## config.mk

```make
export PLATFORM = sky130hd
export DESIGN_NAME = fetch_stage
export DESIGN_NICKNAME = d
export VERILOG_FILES = /design/src/rtl/fetch_stage.sv
export SDC_FILE = /design/constraint.sdc
export NUM_CORES = 1
export LEC_CHECK = 0
export ABC_AREA = 1
export CORE_UTILIZATION = 35
export CTS_CLUSTER_SIZE = 25
export DETAILED_ROUTE_END_ITERATION = 10
export HOLD_SLACK_MARGIN = 0.12
export MAX_ROUTING_LAYER = met4
export PLACE_DENSITY = 0.71
export SYNTH_ARGS = -nofsm -noshare
export SYNTH_HDL_FRONTEND = slang
export SYNTH_SLANG_ARGS = --single-unit
```

## constraint.sdc

```tcl
create_clock -name clk -period 1.65 [get_ports clk]
set_clock_uncertainty 0.1 [all_clocks]
set_input_delay 0.4125 -clock clk [delete_from_list [all_inputs] [get_ports clk]]
set_output_delay 0.4125 -clock clk [all_outputs]
set_load 0.05 [all_outputs]
```

## src/rtl/fetch_stage.sv

```systemverilog
// fetch_stage -- instruction-fetch stage of a 5-stage RISC-V pipeline.
//
// Owns the fetch PC, drives a synchronous instruction memory with a 1-cycle
// read latency and fills the IF/ID pipeline register. A 1-entry hold buffer
// keeps the response that arrives during a hazard stall, a taken branch in EX
// squashes and redirects fetch, and a Halt stops fetch until reset.
//
// Optional feature macro: FETCH_PERF_CNT_EN adds saturating stall/flush
// cycle counters and their output ports.
//
// Ports:
//   clk              pipeline clock, rising edge
//   reset_n          asynchronous active-low reset
//   stall_i          hold PC and IF/ID this cycle
//   flush_i          squash and redirect to redirect_pc_i (highest priority)
//   redirect_pc_i    branch/jump target, used when flush_i=1
//   halt_i           Halt flag from ID/EX; stops fetch permanently
//   imem_addr_o      instruction memory read address
//   imem_rdata_i     memory data for the address of the previous cycle
//   ifid_pc_o        IF/ID CurrPC
//   ifid_instr_o     IF/ID CurrInstr
//   ifid_valid_o     IF/ID holds a real instruction
//   halted_o         fetch is permanently stopped
//   perf_stall_cnt_o (FETCH_PERF_CNT_EN) stall cycles seen while running
//   perf_flush_cnt_o (FETCH_PERF_CNT_EN) flush cycles seen while running
module fetch_stage #(
  parameter int unsigned          PC_W      = 9,
  parameter int unsigned          INSTR_W   = 32,
  parameter logic [PC_W-1:0]      RESET_PC  = '0,
  parameter logic [INSTR_W-1:0]   NOP_INSTR = 32'h00000013
) (
  input  logic               clk,
  input  logic               reset_n,
  input  logic               stall_i,
  input  logic               flush_i,
  input  logic [PC_W-1:0]    redirect_pc_i,
  input  logic               halt_i,
  output logic [PC_W-1:0]    imem_addr_o,
  input  logic [INSTR_W-1:0] imem_rdata_i,
  output logic [PC_W-1:0]    ifid_pc_o,
  output logic [INSTR_W-1:0] ifid_instr_o,
  output logic               ifid_valid_o,
  output logic               halted_o
`ifdef FETCH_PERF_CNT_EN
  ,
  output logic [31:0]        perf_stall_cnt_o,
  output logic [31:0]        perf_flush_cnt_o
`endif
);

  typedef enum logic {RUN, HALTED} state_e;

  state_e             state_q, state_d;
  logic [PC_W-1:0]    fetch_pc_q, fetch_pc_d;
  logic [PC_W-1:0]    resp_pc_q, resp_pc_d;
  logic               resp_valid_q, resp_valid_d;
  logic [PC_W-1:0]    hold_pc_q, hold_pc_d;
  logic [INSTR_W-1:0] hold_instr_q, hold_instr_d;
  logic               hold_valid_q, hold_valid_d;
  logic [PC_W-1:0]    ifid_pc_q, ifid_pc_d;
  logic [INSTR_W-1:0] ifid_instr_q, ifid_instr_d;
  logic               ifid_valid_q, ifid_valid_d;

  always_comb begin
    state_d      = state_q;
    fetch_pc_d   = fetch_pc_q;
    resp_pc_d    = resp_pc_q;
    resp_valid_d = resp_valid_q;
    hold_pc_d    = hold_pc_q;
    hold_instr_d = hold_instr_q;
    hold_valid_d = hold_valid_q;
    ifid_pc_d    = ifid_pc_q;
    ifid_instr_d = ifid_instr_q;
    ifid_valid_d = ifid_valid_q;

    // In HALTED every input is ignored: IF/ID already holds a bubble and the
    // fetch address is frozen, so the defaults above are the whole story.
    if (state_q == RUN) begin
      if (flush_i) begin
        // Word-align the target; masking keeps every redirect bit in use.
        fetch_pc_d   = redirect_pc_i & ~PC_W'(3);
        resp_valid_d = 1'b0;
        hold_valid_d = 1'b0;
        ifid_pc_d    = '0;
        ifid_instr_d = NOP_INSTR;
        ifid_valid_d = 1'b0;
      end else if (halt_i) begin
        state_d      = HALTED;
        ifid_pc_d    = '0;
        ifid_instr_d = NOP_INSTR;
        ifid_valid_d = 1'b0;
      end else if (stall_i) begin
        // Only the first stalled cycle carries the response for resp_pc;
        // later cycles return mem[fetch_pc], which is refetched on release.
        if (!hold_valid_q && resp_valid_q) begin
          hold_pc_d    = resp_pc_q;
          hold_instr_d = imem_rdata_i;
          hold_valid_d = 1'b1;
        end
      end else begin
        if (hold_valid_q) begin
          ifid_pc_d    = hold_pc_q;
          ifid_instr_d = hold_instr_q;
          ifid_valid_d = 1'b1;
        end else begin
          ifid_pc_d    = resp_pc_q;
          ifid_instr_d = imem_rdata_i;
          ifid_valid_d = resp_valid_q;
        end
        hold_valid_d = 1'b0;
        resp_pc_d    = fetch_pc_q;
        resp_valid_d = 1'b1;
        fetch_pc_d   = fetch_pc_q + PC_W'(4);  // wraps modulo 2^PC_W
      end
    end
  end

  always_ff @(posedge clk or negedge reset_n) begin
    if (!reset_n) begin
      state_q      <= RUN;
      fetch_pc_q   <= RESET_PC;
      resp_pc_q    <= '0;
      resp_valid_q <= 1'b0;
      hold_pc_q    <= '0;
      hold_instr_q <= '0;
      hold_valid_q <= 1'b0;
      ifid_pc_q    <= '0;
      ifid_instr_q <= NOP_INSTR;
      ifid_valid_q <= 1'b0;
    end else begin
      state_q      <= state_d;
      fetch_pc_q   <= fetch_pc_d;
      resp_pc_q    <= resp_pc_d;
      resp_valid_q <= resp_valid_d;
      hold_pc_q    <= hold_pc_d;
      hold_instr_q <= hold_instr_d;
      hold_valid_q <= hold_valid_d;
      ifid_pc_q    <= ifid_pc_d;
      ifid_instr_q <= ifid_instr_d;
      ifid_valid_q <= ifid_valid_d;
    end
  end

  assign imem_addr_o  = fetch_pc_q;
  assign ifid_pc_o    = ifid_pc_q;
  assign ifid_instr_o = ifid_instr_q;
  assign ifid_valid_o = ifid_valid_q;
  assign halted_o     = (state_q == HALTED);

`ifdef FETCH_PERF_CNT_EN
  logic [31:0] perf_stall_q, perf_stall_d;
  logic [31:0] perf_flush_q, perf_flush_d;

  // Saturating counters; they freeze once fetch has halted.
  always_comb begin
    perf_stall_d = perf_stall_q;
    perf_flush_d = perf_flush_q;
    if (state_q == RUN) begin
      if (stall_i && (perf_stall_q != 32'hFFFF_FFFF)) begin
        perf_stall_d = perf_stall_q + 32'd1;
      end
      if (flush_i && (perf_flush_q != 32'hFFFF_FFFF)) begin
        perf_flush_d = perf_flush_q + 32'd1;
      end
    end
  end

  always_ff @(posedge clk or negedge reset_n) begin
    if (!reset_n) begin
      perf_stall_q <= '0;
      perf_flush_q <= '0;
    end else begin
      perf_stall_q <= perf_stall_d;
      perf_flush_q <= perf_flush_d;
    end
  end

  assign perf_stall_cnt_o = perf_stall_q;
  assign perf_flush_cnt_o = perf_flush_q;
`endif

endmodule
```

# Word-level counts from Yosys, hierarchy flattened
# Index checks and enable logic that the tools add are counted.
# op_classes
addsub	1
multipliers	0
n_div	0
magnitude_cmp	0
eq_ne	4
n_shift	0
n_mux	25
n_bitwise	4
reduce_logical	7
# op_table
cell	count
32-bit 2-to-1 mux	4
9-bit 2-to-1 mux	7
1-bit 2-to-1 mux	14
9-bit by 3-bit adder with 9-bit output (second input constant)	1
3-bit by 1-bit != test with 1-bit output (second input constant)	2
3-bit AND reduction	2
5-bit AND reduction	1
1-bit inverter	4
4-bit AND reduction	1
2-bit by 1-bit != test with 1-bit output (second input constant)	1
2-bit != test (second input constant)	1
2-bit AND reduction	1
1-bit logical AND	1
1-bit logical NOT	1
# word_totals
reg_bits	104
latch_bits	0
ramBits	0
rom_bits	0
input_bits	46
output_inout_bits	52
word_cells	51
mem_count	0

# Logic depth before layout (Yosys ltp)
# Gate-level depths: netlist of run 1.
# depth
ltp_word	6
depth_mapped	8
ltp_nobuf	7

# Least setup slack after synthesis of run 1
# OpenSTA, ideal clock, no wires.
# synth_timing
path_type	register to register
start	register state_q, in the netlist halted_o
end	register hold_instr_q[26]
setup_ns	0.131
arrival_time_ns	1.422
t_required_ns	1.419
slack_ns	-0.003
stages_incl_launch_ff	7
n_path_buf	2
period_less_slack_ns	1.653
path_cell_list	dfrtp_1 nor3_1 nand3_2 buf_2 buf_6 nand2_1 o21ai_0
# synth_via
elab_chain_len	2
# synth_lines
element	line_no	rtl
from (decl)	53	state_e state_q, state_d;
from (signal assigned)	131	state_q <= state_d;
1-bit inverter (no source line)	n/a	
5-bit AND reduction (no source line)	n/a	
to (signal assigned)	136	hold_instr_q <= hold_instr_d;
to (decl)	58	logic [INSTR_W-1:0] hold_instr_q, hold_instr_d;
# Every way passes these cells.
# A chain may end at the register's enable or synchronous reset.

# Final worst setup path of run 1
# layout_timing
start	input flush_i
end	register ifid_instr_q[26], in the netlist ifid_instr_o[26]
# layout_via
elab_chain_len	2
elab_cells_between_ends	3
cone_classes	eq/ne (1); mux (1); reduce/logical (1)
# layout_lines
element	line_no	rtl
from (decl)	35	input logic flush_i,
3-bit by 1-bit != test with 1-bit output (no source line)	n/a	
2-bit AND reduction (no source line)	n/a	
to (signal assigned)	139	ifid_instr_q <= ifid_instr_d;
to (decl)	61	logic [INSTR_W-1:0] ifid_instr_q, ifid_instr_d;
# Parallel ways exist; a longest one is shown, timed or not.

==> impl_metrics.json, run 1 <==
{
  "die_x_microns": 115,
  "ios": 98,
  "power_per_cell_area_nw_per_um2": 847,
  "grtUsageTotal_pct": 17.2,
  "worstPathRequired_ns": 1.80,
  "maxCapViolations": 0,
  "layout_commonest_cell": "nand2_1",
  "cp_cell_sequence": "clkdlybuf4s50_1 > nor2_4 > a21oi_4 > buf_4 > buf_12 > nor2_1 > a21oi_1",
  "diodes": 0,
  "hpwl_mm": 7.33,
  "layout.nets": 718,
  "post-route-period-util_pct": 96.8,
  "hp-class": "input port to async pin",
  "htreeDepth": 3,
  "critical_path.max_fanout": 16,
  "synth_top_area_share_pct": 52.5,
  "slew_viol_final": 0,
  "grt-ovfl-total": 0,
  "hold_viol": 0,
  "drc": 0,
  "synthArstFlopShare_pct": 100,
  "seq_area_sq_um": 2430,
  "hold_slack_ns": 0.360,
  "viasPerCell": 4.61,
  "cts_tree": "done",
  "ys_seq_elements": 97,
  "syn_area_sq_um": 4480,
  "yosys_warnings": 0,
  "multi_input_area_sq_um": 1670,
  "area_growth_pct": 47.8,
  "wl_mm": 10.5,
  "grt_first_pass_wirelength_mm": 17.3,
  "synth-main-ff-cell": "dfrtp_1",
  "slowest_delay_ns": 0.56,
  "mostFrequentLayoutCells": "nand2_1 (218), dfrtp_1 (93), buf_12 (60)",
  "drt-initial-drc-count": 252,
  "setup_violations": 0,
  "cts_buffer_depth": 2,
  "critPathLaunchType": "input port",
  "grt_max_degree": 51,
  "crit_arrival_ns": 1.75,
  "gp_congestion": 0.877,
  "wl_per_cell_microns": 12.4,
  "preCtsSetupSlack_ns": -0.323,
  "fmax_ghz": 0.626,
  "cp-end-kind": "flip-flop",
  "via_count": 3893,
  "fp.dieH_microns": 115,
  "max-vdd-ir-drop_v": 0.000398,
  "setup_tns_ns": 0,
  "critical_path.top_delay_family": "buffers and inverters",
  "die_area_sq_um": 13300,
  "yosysTopAreaCell": "dfrtp_1",
  "start_util_pct": 36.5,
  "port_buffers": 93,
  "root_buffer": "clkbuf_16",
  "core_sq_um": 12300,
  "crit_slowest_cell": "clkdlybuf4s50_1",
  "insertion_delay_ns": 0.34,
  "firstDrtPassIters": 4,
  "numCtsBuffers": 9,
  "clk_pin_slew_ns": 0.06,
  "synth-edff-count": 0,
  "cp_num_buf_inv": 3,
  "layout-drive-gt1-share_pct": 15.7,
  "leakagePower_nw": 3.26,
  "status": "finished clean",
  "cts.sinks": 97,
  "synth.distinct_cells": 25,
  "syn_area_per_cell_sq_um": 7.82,
  "first_global_vias": 3805,
  "fin_ws_ns": 0.0533,
  "period_minus_slack_ns": 1.60,
  "synth.area.top_cells": "dfrtp_1 (53%), nand2_1 (18%), o21ai_0 (5.6%)",
  "fill_cells": 1106,
  "synthCells": 573,
  "critical_path_class": "input port to flip-flop",
  "ant_nets": 0,
  "power.total_w": 0.00561,
  "antenna_found_initial": 0,
  "synth-seq-area-share_pct": 54.3,
  "rows": 40
}
sequential cells by signal (all words and copies together) (netlist names), 7 cells and up:
register      count
ifid_pc_o         8
ifid_instr_o     32
resp_pc_q         7
hold_pc_q         7
imem_addr_o       7
hold_instr_q     32
worst paths after layout:
check | from | endpoint | slack, ns | depth (start not counted)
worst min register to register | hold_pc_q[7] | hold_pc_q[7] | 0.39 | 2
min in group clk | hold_pc_q[7] | hold_pc_q[7] | 0.39 | 2
worst min-delay path | reset_n | imem_addr_o[3] | 0.36 | 2
worst max-delay path | flush_i | ifid_instr_o[26] | 0.05 | 7
max in group asynchronous | reset_n | ifid_instr_o[18] | 0.57 | 3
worst max register to register | halted_o | hold_instr_q[26] | 0.19 | 5
routing by layer:
layer / vias up / routed length (microns) / GRT usage (%)
met5: - / 0 / -
met4: 0 / 88 / 7.45
met3: 13 / 445 / 2.85
met2: 90 / 5280 / 28.5
met1: 1829 / 4680 / 20.7
li1: 1961 / - / -
final cells by class:
class | count | share of cell area, %
clock inverters | 4 | 0.756
flip-flops and latches | 97 | 36.7
inverters | 52 | 2.95
clock buffers | 12 | 4.03
multi-input cells | 390 | 25.3
repair buffers | 121 | 27.1
well taps | 168 | 3.18
cell families (layout without fill, tap and decap cells):
| family | Yosys count | count (layout) | synth area share [%] |
|---|---|---|---|
| compound gates | 103 | 103 | 12.0 |
| simple gates | 283 | 283 | 24.7 |
| fa+ha+maj | 1 | 1 | 0.279 |
| flops | 97 | 97 | 54.3 |
| xor+xnor | 1 | 1 | 0.196 |
| other cells | 1 | 2 | 0.0837 |
| buf+inv | 87 | 189 | 8.44 |
where the power goes:
part / switching, W / internal, W / total, W / leakage [nW]
Sequential: 0.0000787 / 0.00245 / 0.00253 / 1.24
Combinational: 0.000471 / 0.000446 / 0.000917 / 1.87
Clock: 0.000866 / 0.00130 / 0.00216 / 0.151
Total: 0.00141 / 0.00419 / 0.00561 / 3.26
synthesized netlist by cell type (2+ instances only):
library cell    n
o21bai_1        3
o21ai_1         5
dfstp_2         3
nand3_2         2
nand3_1         8
or2_2           2
dfrtp_1        94
buf_6           2
nor2_1         50
nand2_1       218
clkbuf_1       12
inv_1          51
buf_4           4
nor2_4          2
a21oi_1        42
o21ai_0        50
buf_2          17
through the flow:
stage	util (%)	std cells	area, sq um
2_1_floorplan	-	574	4480
3_3_place_gp	50.9	823	6240
3_5_place_dp	50.9	823	6240
4_1_cts	53.5	840	6570
5_1_grt	54.0	844	6620
6_report	54.0	844	6620
timing repair:
item,CTS,global route
hold buffers,1,0
endpoints found under the hold margin,44,0
setup buffers,0,3
endpoints found under the setup margin,0,6
gates resized for setup,0,2
No activity file was read; power rests on OpenSTA's default activity.
==> inputs of run 2 (changes only) <==
--- a/config.mk
+++ b/config.mk
@@ -6,12 +6,12 @@
 export NUM_CORES = 1
 export LEC_CHECK = 0
 export ABC_AREA = 1
-export CORE_UTILIZATION = 35
+export CORE_UTILIZATION = 51
 export CTS_CLUSTER_SIZE = 25
 export DETAILED_ROUTE_END_ITERATION = 10
 export HOLD_SLACK_MARGIN = 0.12
 export MAX_ROUTING_LAYER = met4
-export PLACE_DENSITY = 0.71
+export PLACE_DENSITY = 0.92
 export SYNTH_ARGS = -nofsm -noshare
 export SYNTH_HDL_FRONTEND = slang
 export SYNTH_SLANG_ARGS = --single-unit
==> run 2 against run 1 <==
Effect of this change:
- sequential power about the same
- worst setup slack got worse by 0.020 ns
- clock-buffer cell count decreased by 2
- first-iteration DRC count increased by 0.79%
- combinational power increased by 0.9%
- die area decreased by 31%
- flip-flop and latch count unchanged
- sequential share of layout area increased by 1.2 points
- fmax decreased by 1.3%
- critical endpoint is now resp_pc_q[8]
- highest routed layer unchanged
==> impl_metrics.json, run 2 (synthesized netlist as in run 1, its figures left out) <==
{
  "fin_cells": 780,
  "grt_first_pass_wirelength_mm": 18.7,
  "rows": 33,
  "timing.rr.start": "halted_o",
  "first_global_vias": 4075,
  "drc": 0,
  "status": "finished clean",
  "mostFrequentLayoutCells": "nand2_1 (218), dfrtp_1 (93), buf_12 (59)",
  "maxCapViolations": 0,
  "start_util_pct": 53.7,
  "hold_viol": 0,
  "htreeDepth": 3,
  "period_minus_slack_ns": 1.62,
  "crit_path_start": "flush_i",
  "critical_path_class": "input port to flip-flop",
  "die_area_sq_um": 9160,
  "root_buffer": "clkbuf_8",
  "numCtsBuffers": 9,
  "post_cts_resized": 0,
  "ant_nets": 0,
  "antenna_found_initial": 0,
  "insertion_delay_ns": 0.36,
  "slowest_delay_ns": 0.56,
  "ios": 98,
  "leakagePower_nw": 3.20,
  "cp_num_buf_inv": 3,
  "viasPerCell": 5.35,
  "drt-initial-drc-count": 254,
  "grtUsageTotal_pct": 27.6,
  "layout.nets": 718,
  "die_x_microns": 95.7,
  "port_buffers": 93,
  "layout-drive-gt1-share_pct": 15.4,
  "power_per_cell_area_nw_per_um2": 794,
  "post-route-util_pct": 76.9,
  "core_sq_um": 8340,
  "grt_max_degree": 55,
  "crit_arrival_ns": 1.75,
  "worstPathRequired_ns": 1.78,
  "setup_violations": 0,
  "diodes": 0,
  "cts_tree": "done",
  "cp-end-kind": "flip-flop",
  "crit_slowest_cell": "clkdlybuf4s50_1",
  "firstDrtPassIters": 5,
  "max-vdd-ir-drop_v": 0.000485,
  "fmax_ghz": 0.618,
  "critical_path.max_fanout": 16,
  "wl_per_cell_microns": 14.9,
  "clk_pin_slew_ns": 0.08,
  "cts.sinks": 97,
  "slew_viol_final": 0,
  "layout_commonest_cell": "nand2_1",
  "grt-ovfl-total": 0,
  "area_growth_pct": 43.1,
  "critical_path.top_delay_family": "buffers and inverters",
  "gp_congestion": 0.814,
  "cp_cell_sequence": "clkdlybuf4s50_1 > inv_2 > nand2_1 > nand3_2 > nor2_4 > buf_12 > nand2_1 > o21ai_0",
  "critPathLaunchType": "input port",
  "via_count": 4174,
  "cts_buffer_depth": 2,
  "hp-class": "flip-flop to flip-flop",
  "post-route-period-util_pct": 98.0,
  "hpwl_mm": 7.70,
  "crit_top_cell": "nand2_1",
  "setup_tns_ns": 0,
  "wl_mm": 11.6,
  "place_inst": 760,
  "hold_path.startpoint": "hold_instr_q[14]",
  "fp.dieH_microns": 95.7
}
==> run 2: changes by cell type in the layout (fill, tap and decap cells not counted), sizes merged <==
cell      delta
bufinv       +1
clkbuf       -2
clkinv       +1
inv          +1
clkinvlp     -2
==> run 2: timing repair <==
| action | in CTS | in global routing |
|---|---|---|
| hold endpoints to repair | 24 | 0 |
| hold buffers | 1 | 0 |
| endpoints found under the setup margin | 0 | 4 |
| buffers inserted | 0 | 3 |
==> run 2: power breakdown <==
part / switching, W / internal (W)
Sequential: 0.0000792 / 0.00245
Clock: 0.000790 / 0.000847
Combinational: 0.000480 / 0.000445
Total: 0.00135 / 0.00374
==> run 2: routing by layer <==
layer | up-vias | GRT usage, % | part of all wire (%)
li1 | 1961 | - | -
met1 | 1983 | 33.1 | 40
met2 | 206 | 47.5 | 52
met3 | 24 | 3.40 | 6.1
met4 | 0 | 11.1 | 2.1
met5 | - | - | 0
==> run 2: worst reg2reg max path, cell delays in order (launching register included) <==
cell     delay [ns]
dfrtp_2        0.47
nor3_1         0.26
nand3_2        0.15
buf_4          0.24
nand2_1        0.10
o21ai_0        0.09
==> run 2: cell type report <==
| class | instances | area [sq um] |
|---|---|---|
| clock buffers | 10 | 128 |
| repair buffers | 121 | 1770 |
| well taps | 105 | 131 |
| fillers | 514 | 1930 |
| flip-flops and latches | 97 | 2430 |
| inverters | 52 | 195 |
| multi-input cells | 390 | 1670 |
| clock inverters | 5 | 78.8 |
==> run 2: worst paths after layout <==
path	to	slack, ns	depth (start not counted)
max	resp_pc_q[8]	0.03	8
min	hold_instr_q[14]	0.39	2
max reg2reg	hold_instr_q[29]	0.12	5
min reg2reg	hold_instr_q[14]	0.39	2
max in group asynchronous	halted_o	0.49	3
min in group asynchronous	ifid_instr_o[13]	0.41	2
==> run 2: stage by stage <==
| step | power, W | worst slack (ns) | area [sq um] | hold WS (ns) |
|---|---|---|---|---|
| after floorplan | 0.00294 | 0.0698 | 4480 | 0.0169 |
| after global placement | 0.00348 | -0.247 | 6130 | 0.255 |
| after detailed placement | 0.00350 | -0.323 | 6130 | 0.266 |
| after CTS | 0.00512 | 0.0494 | 6350 | 0.397 |
| after global routing | 0.00528 | -0.0707 | 6410 | 0.428 |
| final | 0.00509 | 0.0330 | 6410 | 0.392 |
==> inputs of run 3 (changes only) <==
--- a/config.mk
+++ b/config.mk
@@ -6,12 +6,13 @@
 export NUM_CORES = 1
 export LEC_CHECK = 0
 export ABC_AREA = 1
+export CAP_MARGIN = 10
 export CORE_UTILIZATION = 51
 export CTS_CLUSTER_SIZE = 25
 export DETAILED_ROUTE_END_ITERATION = 10
 export HOLD_SLACK_MARGIN = 0.12
 export MAX_ROUTING_LAYER = met4
-export PLACE_DENSITY = 0.92
+export PLACE_DENSITY = 0.8
 export SYNTH_ARGS = -nofsm -noshare
 export SYNTH_HDL_FRONTEND = slang
 export SYNTH_SLANG_ARGS = --single-unit
==> run 3 against run 2 <==
Effect of this change:
- clock power fell by 18%
- wire length is 1.7% lower
- critical endpoint is now imem_addr_o[4]
- utilization rose by 0.39 points
- die area unchanged
- combinational power down 0.4%
- largest power group unchanged
- sequential share of layout area fell by 0.19 points
==> impl_metrics.json, run 3 (synthesized netlist as in run 1, its figures left out) <==
{
  "met1_usage_pct": 30.7,
  "worstPathRequired_ns": 1.14,
  "wl_mm": 11.4,
  "power.total_w": 0.00480,
  "preCtsSetupSlack_ns": -0.321,
  "slew_viol_final": 0,
  "post-route-period-util_pct": 95.7,
  "grt_first_pass_wirelength_mm": 17.5,
  "hpwl_mm": 7.47,
  "layout.nets": 718,
  "cts_buffer_depth": 2,
  "first_global_vias": 3964,
  "cp-end-kind": "primary output",
  "r2r-end": "ifid_pc_o[8]",
  "critical_path.top_delay_family": "flip-flops",
  "grt_max_degree": 57,
  "crit_cells": 1,
  "numCtsBuffers": 9,
  "ios": 98,
  "critPathLaunchType": "flip-flop",
  "min_path_cells": 2,
  "fin_cells": 781,
  "r2r_cells": 6,
  "root_buffer": "clkbuf_8",
  "setup_violations": 0,
  "die_area_sq_um": 9160,
  "area_growth_pct": 43.9,
  "critical_path.max_fanout": 8,
  "fmax_ghz": 0.633,
  "ant_nets": 0,
  "drt-initial-drc-count": 226,
  "rows": 33,
  "core_sq_um": 8340,
  "diodes": 0,
  "grtUsageTotal_pct": 25.3,
  "rrSetupSlack_ns": 0.13,
  "cts_tree": "done",
  "via_count": 4116,
  "cp_num_buf_inv": 1,
  "crit_slowest_cell": "dfrtp_1",
  "layout-drive-gt1-share_pct": 15.8,
  "layout_commonest_cell": "nand2_1",
  "firstDrtPassIters": 5,
  "mostFrequentLayoutCells": "nand2_1 (218), dfrtp_1 (93), buf_12 (60)",
  "gr-usage-met2_pct": 43.6,
  "hold_path.startpoint": "hold_instr_q[19]",
  "period_minus_slack_ns": 1.58,
  "antenna_found_initial": 0,
  "hp-class": "flip-flop to flip-flop",
  "start_util_pct": 53.7,
  "grt-busiest-layer": "met2",
  "leakagePower_nw": 3.21,
  "drc": 0,
  "gp_congestion": 0.845,
  "die_x_microns": 95.7,
  "max-vdd-ir-drop_v": 0.000578,
  "hold_viol": 0,
  "power_per_cell_area_nw_per_um2": 745,
  "timing.rr.start": "hold_valid_q",
  "crit_arrival_ns": 1.07,
  "htreeDepth": 3,
  "place_inst": 760,
  "insertion_delay_ns": 0.35,
  "cts.sinks": 97,
  "maxCapViolations": 0,
  "timing.critical_path.to": "imem_addr_o[4]",
  "cp_cell_sequence": "buf_12",
  "critical_path_class": "flip-flop to primary output",
  "status": "finished clean",
  "fin_ws_ns": 0.0709,
  "grt-ovfl-total": 0,
  "clk_pin_slew_ns": 0.09,
  "slowest_delay_ns": 0.54,
  "viasPerCell": 5.27,
  "fp.dieH_microns": 95.7,
  "grt_util_met3_pct": 3.32,
  "crit_path_start": "imem_addr_o[4]",
  "port_buffers": 93,
  "wl_per_cell_microns": 14.6
}
run 3: through the flow:
step | area [sq um] | utilization [%] | hold slack [ns] | TNS (ns)
finish | 6440 | 77.3 | 0.393 | 0
global placement | 6150 | 73.7 | 0.250 | -19.25
floorplan | 4480 | - | 0.0169 | 0
global route | 6440 | 77.3 | 0.420 | -0.000625
CTS | 6330 | 75.9 | 0.397 | 0
detailed placement | 6150 | 73.7 | 0.256 | -22.24
run 3: cell type report:
type | count | area [sq um]
sequential | 97 | 2430
fill | 544 | 1900
timing repair buffer | 121 | 1830
multi-input combinational | 390 | 1680
inverter | 52 | 199
tap | 105 | 131
clock buffer | 10 | 128
clock inverter | 6 | 43.8
run 3: how the worst min path moves through the flow:
| stage | endpoint | slack (ns) |
|---|---|---|
| floorplan | halted_o | 0.02 |
| global placement | hold_instr_q[12] | 0.25 |
| detailed placement | hold_instr_q[12] | 0.26 |
| CTS | hold_pc_q[6] | 0.40 |
| global route | hold_instr_q[0] | 0.42 |
| finish | hold_instr_q[19] | 0.39 |
run 3: per-layer routing:
layer / wire, microns / vias to the layer above
li1: - / 1966
met1: 4690 / 1969
met2: 5870 / 159
met3: 633 / 22
met4: 207 / 0
met5: 0 / -
run 3: where the power goes:
part	switching (W)	internal, W
Combinational	0.000477	0.000444
Clock	0.000801	0.000554
Sequential	0.0000797	0.00245
run 3: repair_timing:
item,4_1_cts,5_1_grt
buffers inserted,0,1
setup endpoints to repair,0,9
hold buffers,1,0
gates resized for setup,0,5
endpoints found under the hold margin,21,0
